**config.mk**
```make
export PLATFORM = sky130hd
export DESIGN_NAME = p_sweep_capture
export DESIGN_NICKNAME = d
export VERILOG_FILES = /design/src/rtl/p_sweep_capture.sv
export SDC_FILE = /design/constraint.sdc
export NUM_CORES = 1
export LEC_CHECK = 0
export ABC_AREA = 1
export CORE_AREA = 2 2 90 92
export CTS_BUF_LIST = sky130_fd_sc_hd__clkbuf_8 sky130_fd_sc_hd__clkbuf_16
export CTS_CLUSTER_SIZE = 24
export DETAILED_ROUTE_END_ITERATION = 8
export DIE_AREA = 0 0 92 94
export HOLD_SLACK_MARGIN = 0.08
export PLACE_DENSITY = 0.52
export SYNTH_ARGS = -nofsm -noshare
export SYNTH_HDL_FRONTEND = slang
export SYNTH_SLANG_ARGS = --single-unit
```
**constraint.sdc**
```tcl
create_clock -name clk -period 2 [get_ports clk]
set_clock_uncertainty 0.15 [all_clocks]
set_input_delay 0.3 -clock clk [delete_from_list [all_inputs] [get_ports clk]]
set_output_delay 0.3 -clock clk [all_outputs]
set_load 0.03 [all_outputs]
```
**src/rtl/p_sweep_capture.sv**
```systemverilog
// Exhaustive sweep of P = (W & ~Y & Z) ^ (Y & Z) ^ (~X & Y). The captured truth table is checked against EXPECTED.
// Defining P_SWEEP_STOP_ON_FAIL_EN ends the sweep at the first mismatching vector.
module p_sweep_capture #(
    parameter int          SETTLE   = 1,
    parameter logic [15:0] EXPECTED = 16'hA684
) (
    input  logic        clk,
    input  logic        rst,
    input  logic        start,
    output logic        W,
    output logic        X,
    output logic        Y,
    output logic        Z,
    input  logic        P,
    output logic        busy,
    output logic        done,
    output logic [15:0] truth_table,
    output logic [15:0] mismatch,
    output logic        pass,
    output logic [3:0]  fail_idx
);

    generate
        if (SETTLE < 1 || SETTLE > 255) begin : g_bad_settle
            $error("p_sweep_capture: SETTLE must be in 1..255");
        end
    endgenerate

    typedef enum logic [1:0] {IDLE, DRIVE, SAMPLE, DONE} state_t;

    state_t      state, state_next;
    logic [3:0]  idx;
    logic [7:0]  settle_cnt;
    logic        mis_bit;
    logic        settle_end;
    logic        stop_now;

    // The function inputs come straight from the registered vector index.
    assign {W, X, Y, Z} = idx;
    assign mis_bit      = P ^ EXPECTED[idx];
    assign settle_end   = (settle_cnt == 8'(SETTLE - 1));

`ifdef P_SWEEP_STOP_ON_FAIL_EN
    assign stop_now = (idx == 4'd15) || mis_bit;
`else
    assign stop_now = (idx == 4'd15);
`endif

    always_ff @(posedge clk) begin
        if (rst) begin
            state <= IDLE;
        end else begin
            state <= state_next;
        end
    end

    always_comb begin
        state_next = state;
        case (state)
            IDLE:    if (start) state_next = DRIVE;
            DRIVE:   if (settle_end) state_next = SAMPLE;
            SAMPLE:  state_next = stop_now ? DONE : DRIVE;
            DONE:    state_next = IDLE;
            default: state_next = IDLE;
        endcase
    end

    always_comb begin
        busy = (state == DRIVE) || (state == SAMPLE);
        done = (state == DONE);
    end

    // Mismatch bits fill in ascending index order, so an all-zero mask before
    // this sample means the current mismatch is the first one of the sweep.
    always_ff @(posedge clk) begin
        if (rst) begin
            idx         <= 4'd0;
            settle_cnt  <= 8'd0;
            truth_table <= 16'h0000;
            mismatch    <= 16'h0000;
            pass        <= 1'b0;
            fail_idx    <= 4'd0;
        end else begin
            case (state)
                IDLE: begin
                    if (start) begin
                        idx         <= 4'd0;
                        settle_cnt  <= 8'd0;
                        truth_table <= 16'h0000;
                        mismatch    <= 16'h0000;
                        pass        <= 1'b0;
                        fail_idx    <= 4'd0;
                    end
                end
                DRIVE: begin
                    settle_cnt <= settle_end ? 8'd0 : settle_cnt + 8'd1;
                end
                SAMPLE: begin
                    truth_table[idx] <= P;
                    mismatch[idx]    <= mis_bit;
                    if (mis_bit && (mismatch == 16'h0000)) begin
                        fail_idx <= idx;
                    end
                    if (stop_now) begin
                        pass <= (mismatch == 16'h0000) && !mis_bit;
                    end else begin
                        idx <= idx + 4'd1;
                    end
                end
                default: ;
            endcase
        end
    end

endmodule

```
## Word level (Yosys, flattened, before mapping)

Memory sizes are Yosys's and may differ from the RTL's. A register that Yosys moved wholly into a read port is not among the register bits.
Cells that the tools add are included.

- Logic and storage cells: 63
- Input bits: 4
- Register bits: 51
- Output and inout port bits: 43
- Memory bits (read-only): 16
- Memories kept: 1

- Add/subtract/negate cells: 2
- Reductions and logical operators: 16
- Order comparisons: 2
- Bitwise operators: 1
- Mux-type cells: 25
- Equality and inequality tests: 9

Memory list:

| memory | depth | width | read ports | clocked after Yosys merged registers in | write ports | line | text |
|---|---|---|---|---|---|---|---|
| (name not given) | 16 | 1 | 1 | 1 | 0 | 40 | `assign mis_bit = P ^ EXPECTED[idx];` |

Operator list:

| cell | number |
|---|---|
| 16-bit one-hot mux with 2 select lines | 2 |
| 16-bit bitwise mux | 2 |
| 4-bit two-way mux | 5 |
| 16-bit zero test | 1 |
| 16-bit two-way mux | 1 |
| 8-bit two-way mux | 2 |
| 4-bit one-hot mux with 2 select lines | 2 |
| 8-bit one-hot mux with 2 select lines | 1 |
| 3-bit AND reduction | 3 |
| 8-bit by 1-bit adder with 8-bit output (second input constant) | 1 |
| 8-bit zero test | 1 |
| 2-bit != test (second input constant) | 4 |
| 2-bit one-hot mux with 4 select lines | 1 |
| 2-bit two-way mux | 3 |
| 2-bit AND reduction | 3 |
| 4-bit by 5-bit < comparator with 1-bit output (second input constant) | 1 |
| 4-bit by 1-bit adder with 4-bit output (second input constant) | 1 |
| 1-bit demux with 4-bit select | 1 |
| 2-bit == test (second input constant) | 2 |
| 4-bit == test (second input constant) | 1 |
| 4-bit by 1-bit greater-or-equal comparator with 1-bit output (second input constant) | 1 |
| 1-bit two-way mux | 4 |
| 2-bit nonzero test | 2 |
| 1-bit logical AND | 3 |
| 7 further kinds | 7 |

## Longest topological paths before layout

- Word-level depth: 7
- Depth in mapped cells: 12
- Mapped depth without buffers: 12

## Worst setup path before layout

OpenSTA, ideal clock, no wires.

- Path type: flip-flop to flip-flop
- Start point: register idx[1]
- End point: register (tool-made name)
- Path slack: 0.156 ns
- Cell stages (with the launch flop): 9
- Required time: 1.737 ns
- Library setup time: 0.113 ns
- Period minus slack after synthesis: 1.844 ns
- Buffers on the path: 0
- Data arrival time: 1.581 ns
- Cells stage by stage: dfxtp_1 > ha_1 > nand4_2 > nand2_4 > nand2_1 > a21oi_2 > nand3_1 > nand3_1 > nand2_1

RTL lines:

| element | line | text |
|---|---|---|
| start: declaration | 32 | `logic [3:0] idx;` |
| start signal: assignment | 107 | `idx <= idx + 4'd1;` |

## Worst setup path after layout

- Start point: register state[1]
- End point: output busy

- Longest elaborated chain between the ends: 2
- Elaborated cells on any way between the ends: 3
- Classes of those cells: eq/ne: 2; reduce/logical: 1

RTL lines:

| element | line | text |
|---|---|---|
| start: declaration | 31 | `state_t state, state_next;` |
| start signal: assignment | 53 | `state <= state_next;` |
| 2-bit by 1-bit == test with 1-bit output / 2-bit == test (equally long branches) | 69 | `busy = (state == DRIVE) \|\| (state == SAMPLE);` |
| 1-bit logical OR (*) | 69 |  |
| end: declaration | 15 | `output logic busy,` |

Every way passes the cells marked *; elsewhere a longest branch is shown, timed or not.

==> flow_metrics.env <==
export IMPL_worst_pin_slew_ns=0.366
export IMPL_hold_viol=0
export IMPL_finalSetupTns_ns=0
export IMPL_ctsHoldBuffers=0
export IMPL_hold_end="truth_table[1]"
export IMPL_clock_sinks=52
export IMPL_fin_crit_ns=1.93
export IMPL_ios=47
export IMPL_hold_path_class="register to register"
export IMPL_path_class="register to output port"
export IMPL_drt_first_pass_iters=4
export IMPL_cpPeakStageDelay_ns=0.39
export IMPL_clock_tree_buffer_depth=2
export IMPL_antenna_found_initial=0
export IMPL_ff2ff_path_depth=11
export IMPL_cp_end_kind="output port"
export IMPL_cts_tree="built"
export IMPL_ir_drop_uv=556
export IMPL_outcome="finished, final reports clean"
export IMPL_leakage_nw=1.33
export IMPL_netSwitchingPower_mw=1.45
export IMPL_final_cell_mix="nand2_1 (107), dfxtp_1 (50), nor2_1 (44), a21oi_1 (42), clkdlybuf4s50_1 (41)"
export IMPL_final_common_cell="nand2_1"
export IMPL_syn_to_final_growth_pct=29.4
export IMPL_syn_nets=385
export IMPL_totalWireLength_um=6610
export IMPL_die_area_um2=8650
export IMPL_r2r_slack_ns=0.19
export IMPL_io_buffers=46
export IMPL_drc=0
export IMPL_layout_nets=443
export IMPL_min_from="truth_table[1]"
export IMPL_cts_setup_buffers=0
export IMPL_report_final_slew_viol_count=0
export IMPL_fin_cells=529
export IMPL_worstPathArrival_ns=1.48
export IMPL_crit_slowest_cell="dlygate4sd2_1"
export IMPL_dieWidth_um=92
export IMPL_ys_seq_area_share_pct=40.8
export IMPL_postRouteAntennaNets=0
export IMPL_drtIter0Drc=135
export IMPL_yosys_warnings=0
export IMPL_vias_per_cell=4.71
export IMPL_dp_cells=522
export IMPL_start_kind="register"
export IMPL_p_int_mw=1.90
export IMPL_clk_insertion_delay_late_ns=0.30
export IMPL_max_freq_mhz=517
export IMPL_gp_congestion=0.835
export IMPL_grt_ovfl_total=0
export IMPL_path_cells="inv_1 -> ha_2 -> dlygate4sd2_1"
export IMPL_fin_util_pct=43.4
export IMPL_clock_root_buffer="clkbuf_8"
export IMPL_start_util_pct=33.5
export IMPL_clk_pin_slew_ns=0.09
export IMPL_p_clk_share_pct=16.8
export IMPL_rows=32
export IMPL_post_drt_wl_per_cell_um=12.5
export IMPL_h_tree_depth=2
export IMPL_synth_cell_types=28
export IMPL_swShare_pct=43.3
export IMPL_drv_cap=0
export IMPL_dr_total_vias=2489
export IMPL_die_h_um=94
export IMPL_grt_pass1_vias=2425
export IMPL_grt_max_degree=40
export IMPL_dp_hpwl_um=4900
export IMPL_r2r_start="state[0]"
export IMPL_ys_ff_latch=52
export IMPL_cts_buffers=5
export IMPL_syn_area_um2=2550
export IMPL_post_route_period_util_pct=96.6
export IMPL_avgSynthCellArea_um2=6.91
export IMPL_fp_coreArea_um2=7610
export IMPL_powerDensity_nw_per_um2=1010
export IMPL_p_total_mw=3.35
export IMPL_crit_required_ns=1.55
export IMPL_hold_path_depth=2
export IMPL_grt_pass1_wl_um=11400
export IMPL_synth_cells=369
export IMPL_drive_gt1_share_pct=9.13
export IMPL_max_slew_margin_pct=75.4
export IMPL_combPwrFrac_pct=46.8
export IMPL_grt_usage_pct=16.3
export IMPL_n_antenna_cell=0
export IMPL_power_frac_seq_pct=36.4
export IMPL_crit_fanout=5
export IMPL_setup_violations=0
cells in the mapped netlist, drive strengths merged:
| cell | count | area, um2 |
|---|---|---|
| nor3 | 8 | 51.3 |
| dfxtp | 52 | 1040 |
| ha | 12 | 150 |
| clkbuf | 6 | 22.5 |
| a21o | 1 | 7.51 |
| a22oi | 1 | 7.51 |
| buf | 5 | 33.8 |
| inv | 29 | 109 |
| nor3b | 2 | 15.0 |
| xnor2 | 1 | 8.76 |
| o21ai | 26 | 138 |
| nor2 | 46 | 178 |
| nand3 | 20 | 100 |
| nand2 | 112 | 435 |
| a21oi | 43 | 219 |
| clkinv | 1 | 3.75 |
| nand4 | 4 | 31.3 |
cell type report:
cell class	count	area, um2
Multi-Input combinational cell	276	1350
Timing Repair Buffer	62	591
Inverter	30	113
Sequential cell	52	1040
Fill cell	817	4310
Clock inverter	2	8.76
Clock buffer	5	68.8
Tap cell	102	128
logic make-up after synthesis:
group / synth area share [%]
AND/OR/NAND/NOR: 31.8
XOR/XNOR: 0.343
AO/OA/AOI/OAI: 14.6
adder cells (fa/ha/maj): 5.89
buffers and inverters: 6.62
flip-flops: 40.8
worst max-delay path: cells and delay by family, from the launching register on:
kind                       cells  cell delay [ns]
adders and majority gates      1             0.33
buffers and inverters          2             0.48
DFF                            1             0.37
what timing repair did:
item,in CTS,in global routing
endpoints found under the hold margin,0,0
setup endpoints to repair,4,23
pin swaps,0,0
resized for setup,4,6
worst max-delay path by stage:
stage                         from     endpoint  cells past startpoint  slack [ns]
after global placement       start  fail_idx[2]                      8        0.12
after floorplan             idx[1]     register                      8        0.16
after CTS                   idx[0]            Z                      1       0.004
after global routing      state[0]     register                     11     -0.0002
final                     state[1]         busy                      3        0.07
after detailed placement  state[1]  fail_idx[3]                     10        0.07
state kept, by name, summed over array words and instances, names as in the netlist, named ones only:
register / cells
fail_idx: 4
idx: 4
mismatch: 16
pass: 1
settle_cnt: 8
state: 2
truth_table: 16
per-stage QoR:
| step | hold WS, ns | worst slack (ns) | area [um2] |
|---|---|---|---|
| after global placement | 0.304 | 0.121 | 3220 |
| after global routing | 0.341 | -0.000172 | 3300 |
| final | 0.313 | 0.0676 | 3300 |
| after detailed placement | 0.305 | 0.0657 | 3220 |
| after floorplan | 0.218 | 0.156 | 2550 |
| after CTS | 0.316 | 0.00433 | 3290 |
metal layers:
layer	vias up	share of wire (%)	global-route usage, %
met5	-	0	0
met4	0	1.1	4.60
met3	8	4.4	3.21
met2	55	45	26.4
met1	1127	50	22.1
li1	1299	-	-
power groups by stage:
stage / clock network [mW] / registers (mW) / logic [mW]
final: 0.562 / 1.22 / 1.57
after global routing: 0.632 / 1.23 / 1.77
after CTS: 0.588 / 1.22 / 1.55
after detailed placement: 0 / 1.24 / 1.57
after global placement: 0 / 1.24 / 1.56
after floorplan: 0 / 1.34 / 0.939
(Power assumes the default switching activity.)
